### src/rtl/led_fader_pkg.sv
// Shared types and elaboration helpers for the LED fader.
package led_fader_pkg;

  typedef enum logic [1:0] {
    OFF  = 2'd0,
    RISE = 2'd1,
    ON   = 2'd2,
    FALL = 2'd3
  } state_t;

  // Clock cycles per duty step so that a full 0..MAXD ramp lasts ramp_ms.
  function automatic longint calc_step_cyc(input longint freq, input longint ramp_ms,
                                           input int pwm_bits);
    longint maxd;
    longint cyc;
    maxd = (longint'(1) << pwm_bits) - longint'(1);
    cyc  = ((freq / longint'(1000)) * ramp_ms) / maxd;
    if (cyc < longint'(1)) begin
      return longint'(1);
    end else begin
      return cyc;
    end
  endfunction

endpackage

### src/rtl/led_pwm.sv
// Free-running PWM counter and registered LED comparator.
// Optional gamma stage enabled by LED_FADER_GAMMA_EN.
module led_pwm
  import led_fader_pkg::*;
#(
  parameter int PWM_BITS = 8
) (
  input  logic                clk_i,
  input  logic                rst_i,
  input  logic [PWM_BITS-1:0] duty_i,
  output logic                led_o
);

  logic [PWM_BITS-1:0] r_cnt;
  logic [PWM_BITS-1:0] w_duty_eff;
  logic                r_led;

`ifdef LED_FADER_GAMMA_EN
  logic [2*PWM_BITS-1:0] w_sq;
  logic [PWM_BITS-1:0]   r_gamma;

  assign w_sq = duty_i * duty_i;

  // Squared duty gives a perceptually linear fade; one pipeline stage.
  always_ff @(posedge clk_i or posedge rst_i) begin
    if (rst_i) begin
      r_gamma <= '0;
    end else begin
      r_gamma <= w_sq[2*PWM_BITS-1:PWM_BITS];
    end
  end

  assign w_duty_eff = r_gamma;
`else
  assign w_duty_eff = duty_i;
`endif

  // PWM counter wraps naturally at MAXD; output registered against glitches.
  always_ff @(posedge clk_i or posedge rst_i) begin
    if (rst_i) begin
      r_cnt <= '0;
      r_led <= 1'b0;
    end else begin
      r_cnt <= r_cnt + PWM_BITS'(1);
      r_led <= (r_cnt < w_duty_eff);
    end
  end

  assign led_o = r_led;

endmodule

### src/rtl/led_fader.sv
// PWM fade-in/fade-out of the blink level: synchroniser, step prescaler, duty ramp FSM.
// Optional gamma correction in led_pwm when LED_FADER_GAMMA_EN is defined.
module led_fader
  import led_fader_pkg::*;
#(
  parameter int FREQ     = 50_000_000,
  parameter int RAMP_MS  = 250,
  parameter int PWM_BITS = 8
) (
  input  logic                clk_i,
  input  logic                rst_i,
  input  logic                level_i,
  input  logic                enable_i,
  output logic                led_o,
  output logic [PWM_BITS-1:0] duty_o,
  output logic                busy_o
);

  localparam longint STEP_CYC = calc_step_cyc(longint'(FREQ), longint'(RAMP_MS), PWM_BITS);
  localparam int     PRE_W    = (STEP_CYC > 1) ? $clog2(STEP_CYC) : 1;
  localparam logic [PRE_W-1:0]    PRE_LAST = PRE_W'(STEP_CYC - 1);
  localparam logic [PWM_BITS-1:0] MAXD     = {PWM_BITS{1'b1}};
  localparam logic [PWM_BITS-1:0] ONE      = PWM_BITS'(1);

  if (FREQ == 0) begin : g_chk_freq
    $fatal(1, "led_fader: FREQ must be nonzero");
  end
  if (RAMP_MS < 1) begin : g_chk_ramp
    $fatal(1, "led_fader: RAMP_MS must be >= 1");
  end
  if (PWM_BITS < 2 || PWM_BITS > 12) begin : g_chk_bits
    $fatal(1, "led_fader: PWM_BITS must be 2..12");
  end

  logic                r_sync1;
  logic                r_lvl;
  state_t              r_state;
  state_t              w_state_nxt;
  logic [PWM_BITS-1:0] r_duty;
  logic [PWM_BITS-1:0] w_duty_nxt;
  logic [PRE_W-1:0]    r_pre;
  logic [PRE_W-1:0]    w_pre_nxt;
  logic                r_busy;
  logic                w_step;

  assign w_step = (r_pre == PRE_LAST);

  // Two-flop synchroniser for the asynchronous blink level.
  always_ff @(posedge clk_i or posedge rst_i) begin
    if (rst_i) begin
      r_sync1 <= 1'b0;
      r_lvl   <= 1'b0;
    end else begin
      r_sync1 <= level_i;
      r_lvl   <= r_sync1;
    end
  end

  // State, duty, prescaler and busy registers.
  always_ff @(posedge clk_i or posedge rst_i) begin
    if (rst_i) begin
      r_state <= OFF;
      r_duty  <= '0;
      r_pre   <= '0;
      r_busy  <= 1'b0;
    end else begin
      r_state <= w_state_nxt;
      r_duty  <= w_duty_nxt;
      r_pre   <= w_pre_nxt;
      r_busy  <= (w_state_nxt == RISE) || (w_state_nxt == FALL);
    end
  end

  // Prescaler restarts on any step or state change; it only advances while ramping.
  always_comb begin
    w_state_nxt = r_state;
    w_duty_nxt  = r_duty;
    w_pre_nxt   = '0;
    if (!enable_i) begin
      w_state_nxt = OFF;
      w_duty_nxt  = '0;
    end else begin
      case (r_state)
        OFF: begin
          w_duty_nxt = '0;
          if (r_lvl) begin
            w_state_nxt = RISE;
          end else begin
            w_state_nxt = OFF;
          end
        end
        RISE: begin
          if (!r_lvl) begin
            w_state_nxt = FALL;
          end else if (w_step) begin
            if (r_duty == MAXD) begin
              w_duty_nxt = MAXD;
            end else begin
              w_duty_nxt = r_duty + ONE;
            end
            if (r_duty >= (MAXD - ONE)) begin
              w_state_nxt = ON;
            end else begin
              w_state_nxt = RISE;
            end
          end else begin
            w_pre_nxt = r_pre + PRE_W'(1);
          end
        end
        ON: begin
          w_duty_nxt = MAXD;
          if (!r_lvl) begin
            w_state_nxt = FALL;
          end else begin
            w_state_nxt = ON;
          end
        end
        FALL: begin
          if (r_lvl) begin
            w_state_nxt = RISE;
          end else if (w_step) begin
            if (r_duty == '0) begin
              w_duty_nxt = '0;
            end else begin
              w_duty_nxt = r_duty - ONE;
            end
            if (r_duty <= ONE) begin
              w_state_nxt = OFF;
            end else begin
              w_state_nxt = FALL;
            end
          end else begin
            w_pre_nxt = r_pre + PRE_W'(1);
          end
        end
        default: begin
          w_state_nxt = OFF;
          w_duty_nxt  = '0;
        end
      endcase
    end
  end

  led_pwm #(
    .PWM_BITS(PWM_BITS)
  ) u_pwm (
    .clk_i (clk_i),
    .rst_i (rst_i),
    .duty_i(r_duty),
    .led_o (led_o)
  );

  assign duty_o = r_duty;
  assign busy_o = r_busy;

endmodule

### config.mk
export PLATFORM = sky130hd
export DESIGN_NAME = led_fader
export DESIGN_NICKNAME = d
export VERILOG_FILES = /design/src/rtl/led_fader_pkg.sv /design/src/rtl/led_pwm.sv /design/src/rtl/led_fader.sv
export SDC_FILE = /design/constraint.sdc
export NUM_CORES = 1
export LEC_CHECK = 0
export BUFFER_PORTS_ARGS = -buffer_cell sky130_fd_sc_hd__buf_2
export CORE_MARGIN = 5
export CORE_UTILIZATION = 42
export DETAILED_ROUTE_END_ITERATION = 10
export SLEW_MARGIN = 15
export SYNTH_ARGS = -nofsm -noshare
export SYNTH_HDL_FRONTEND = slang
export SYNTH_SLANG_ARGS = --single-unit
### constraint.sdc
create_clock -name clk_i -period 1.97 [get_ports clk_i]
set_clock_uncertainty 0.05 [all_clocks]
set_input_delay 0.0985 -clock clk_i [delete_from_list [all_inputs] [get_ports clk_i]]
set_output_delay 0.0985 -clock clk_i [all_outputs]
set_load 0.01 [all_outputs]
==> results.py <==
metrics = {
    "clocking": {
        "clk_path_buf_depth": 2,
        "clk_latency_ps": 280,
        "numCtsBuffers": 5,
        "cts_tree": "built",
        "htree_levels": 2,
        "cts_root_buf": "clkbuf_8",
        "path_clk_slew_ps": 80,
        "clkSinkCount": 37,
    },
    "setup_path": {
        "worst-path-buf-inv": 1,
        "worstPathMaxFanout": 4,
        "endpoint_kind": "flip-flop",
        "reg2reg_from": "r_pre[0]",
        "critPathSlowestCell": "or4_4",
        "worstPathRequired_ps": 2090,
        "setup.worst_path.start_class": "flip-flop",
        "reg2reg_slack_ps": -110,
        "cp.arrival_ps": 2190,
        "slowest_delay_ps": 530,
        "r2r-end": "busy_o",
        "cp_top_family": "simple AND/OR/NAND/NOR gates",
        "crit_chain": "inv_1, ha_1, nand4b_1, or4_4, or4_1, o21ai_1, a21oi_1",
        "path_class": "reg -> reg",
        "reg2reg_depth": 7,
    },
    "grt": {
        "first_global_vias": 2004,
        "gr-total-overflow": 0,
        "grt_pass1_wl_mm": 9.72,
        "grt_max_degree": 38,
        "antenna_found_initial": 0,
        "track_usage_pct": 16.6,
    },
    "sta": {
        "setup_viol": 2,
        "slew_viol_final": 0,
        "fmax_mhz": 482,
        "tns_ps": -177,
        "relSlewSlack_pct": 66.8,
        "rsz0062_at_grt": "true",
        "worst_slack_ps": -105,
        "hold_viol": 0,
        "finalCriticalPeriod_ps": 2080,
        "finalCritPeriodShare_pct": 105,
        "worstMarginPinSlew_ps": 498,
    },
    "place": {
        "dp_hpwl_mm": 4.00,
        "postPlaceCellArea_sq_um": 2680,
        "place.gp.congestion": 0.932,
        "io_buffers": 13,
    },
    "final_layout": {
        "syn2layout_area_growth_pct": 21.6,
        "final_cell_mix": "dfrtp_1, buf_4, nor2_1",
        "final_common_cell": "dfrtp_1",
        "antenna_cells": 0,
        "ff_latch_area_sq_um": 928,
        "final_cell_area_sq_um": 2860,
        "layout.nets": 325,
        "fillers": 540,
        "multi_input_area_sq_um": 1330,
        "drive_gt1_share_pct": 23.8,
    },
    "die": {
        "fp.dieH_um": 84.8,
        "die_area_sq_um": 7190,
        "die_width_um": 84.8,
        "num_rows": 27,
        "ios": 14,
        "core_area_sq_um": 5470,
        "start_util_pct": 42.9,
    },
    "synth": {
        "yosysSeqAreaShare_pct": 39.4,
        "ys.flop_type": "dfrtp_1",
        "ys_async_sr_fraction_pct": 100,
        "avgSynthCellArea_sq_um": 9.07,
        "syn_inst": 259,
        "yosysWarningCount": 0,
        "syn_area_sq_um": 2350,
        "syn-num-nets": 278,
        "synth_edf_count": 0,
        "ys_ff_latch": 37,
        "synth_cell_types": 52,
    },
    "worst_hold_path": {
        "min_path_type": "in -> reg",
        "holdPathEnd": "duty_o[2]",
        "hold_start": "enable_i",
        "hold_depth": 2,
    },
    "pwr": {
        "total_power_uw": 1750,
        "power_density_nw_per_um2": 613,
        "leakagePower_uw": 0.00128,
        "ir_drop_uv": 288,
    },
    "drt": {
        "firstDrtPassIters": 4,
        "drt-total-wl_mm": 5.65,
        "viasPerCell": 5.39,
        "drtIter0Drc": 122,
        "wire_per_inst_um": 14.9,
        "antenna_left": 0,
        "drc": 0,
        "vias": 2041,
    },
    "job": {
        "drv_cap": 0,
    },
    "run_status": {
        "violations": "negative setup slack",
        "status": "finished with violations",
    },
}
## worst register-to-register path, cell delays in order (launching register included)
cell and delay (ps):
dfrtp_1 390, inv_1 70, ha_1 140, nand4b_1 140, or4_4 530, or4_1 430, o21ai_1 130, a21oi_1 80
## where the power goes
| part | internal (uW) | switching (uW) | leakage, uW |
|---|---|---|---|
| Combinational | 189 | 228 | 0.000748 |
| Sequential | 783 | 33.9 | 0.000490 |
| Clock | 244 | 274 | 0.0000439 |
## cell usage after synthesis (5+ instances only)
library cell  number  area, sq um
dfrtp_1           37          926
nor2_1            26         97.6
nand2_1           25         93.8
o21ai_0           16         80.1
ha_1              15          188
inv_1             15         56.3
a21oi_1           13         65.1
xor2_1            12          105
nand3_1           10         50.1
xnor2_1            9         78.8
nand2b_1           5         31.3
nand4_1            5         31.3
nor3_1             5         25.0
## per-layer routing
metal	GRT usage [%]	vias up	routed length, um
li1	-	1011	-
met1	22.2	967	2580
met2	27.3	55	2740
met3	3.63	8	275
met4	4.32	0	61
met5	0	-	0
## cell type report
type                            count  area share [%]
Multi-Input combinational cell    197            46.5
Clock buffer                        5            2.41
Timing Repair Buffer               50            12.9
Sequential cell                    37            32.5
Clock inverter                      3           0.613
Inverter                           15            1.97
Tap cell                           72            3.15
## worst max path at each step
stage / from / to / slack, ps / depth (start not counted)
floorplan: duty_o[3] / duty_o[0] / -120 / 7
global placement: r_pre[14] / busy_o / -80 / 5
detailed placement: r_pre[14] / busy_o / -100 / 5
CTS: r_pre[0] / busy_o / -80 / 7
global route: r_pre[0] / busy_o / -220 / 7
finish: r_pre[0] / busy_o / -110 / 7
## sequential cells by signal (all words and copies together), names as in the netlist
signal	flops
r_pre	16
duty_o	8
u_pwm.r_cnt	8
busy_o	1
r_lvl	1
r_state	1
r_sync1	1
u_pwm.led_o	1
## cell families (layout without fill, tap and decap cells)
| kind of cell | Yosys count | count (layout) | synth area share [%] |
|---|---|---|---|
| AO/OA/AOI/OAI | 59 | 59 | 16.2 |
| XOR/XNOR | 21 | 21 | 7.83 |
| adder cells (fa/ha/maj) | 15 | 15 | 7.99 |
| buffers and inverters | 25 | 73 | 5.75 |
| flip-flops | 37 | 37 | 39.4 |
| multiplexers | 1 | 1 | 0.426 |
| AND/OR/NAND/NOR | 101 | 101 | 22.4 |
## per-stage QoR
stage	setup slack (ps)	hold slack (ps)	util, %	instances
2_1_floorplan	-123	79.9	-	259
3_3_place_gp	-81.2	158	48.9	365
6_report	-105	69.4	52.2	379
5_1_grt	-217	59.3	52.2	379
4_1_cts	-79.9	62.5	51.2	376
3_5_place_dp	-96.5	158	48.9	365
## timing repair
| action | 4_1_cts | 5_1_grt |
|---|---|---|
| endpoints found under the setup margin | 8 | 10 |
| resized for setup | 3 | 10 |
| hold endpoints to repair | 38 | 0 |
| setup buffers | 1 | 3 |
| pin swaps | 2 | 8 |
| hold buffers | 2 | 0 |
(Power assumes the default switching activity.)
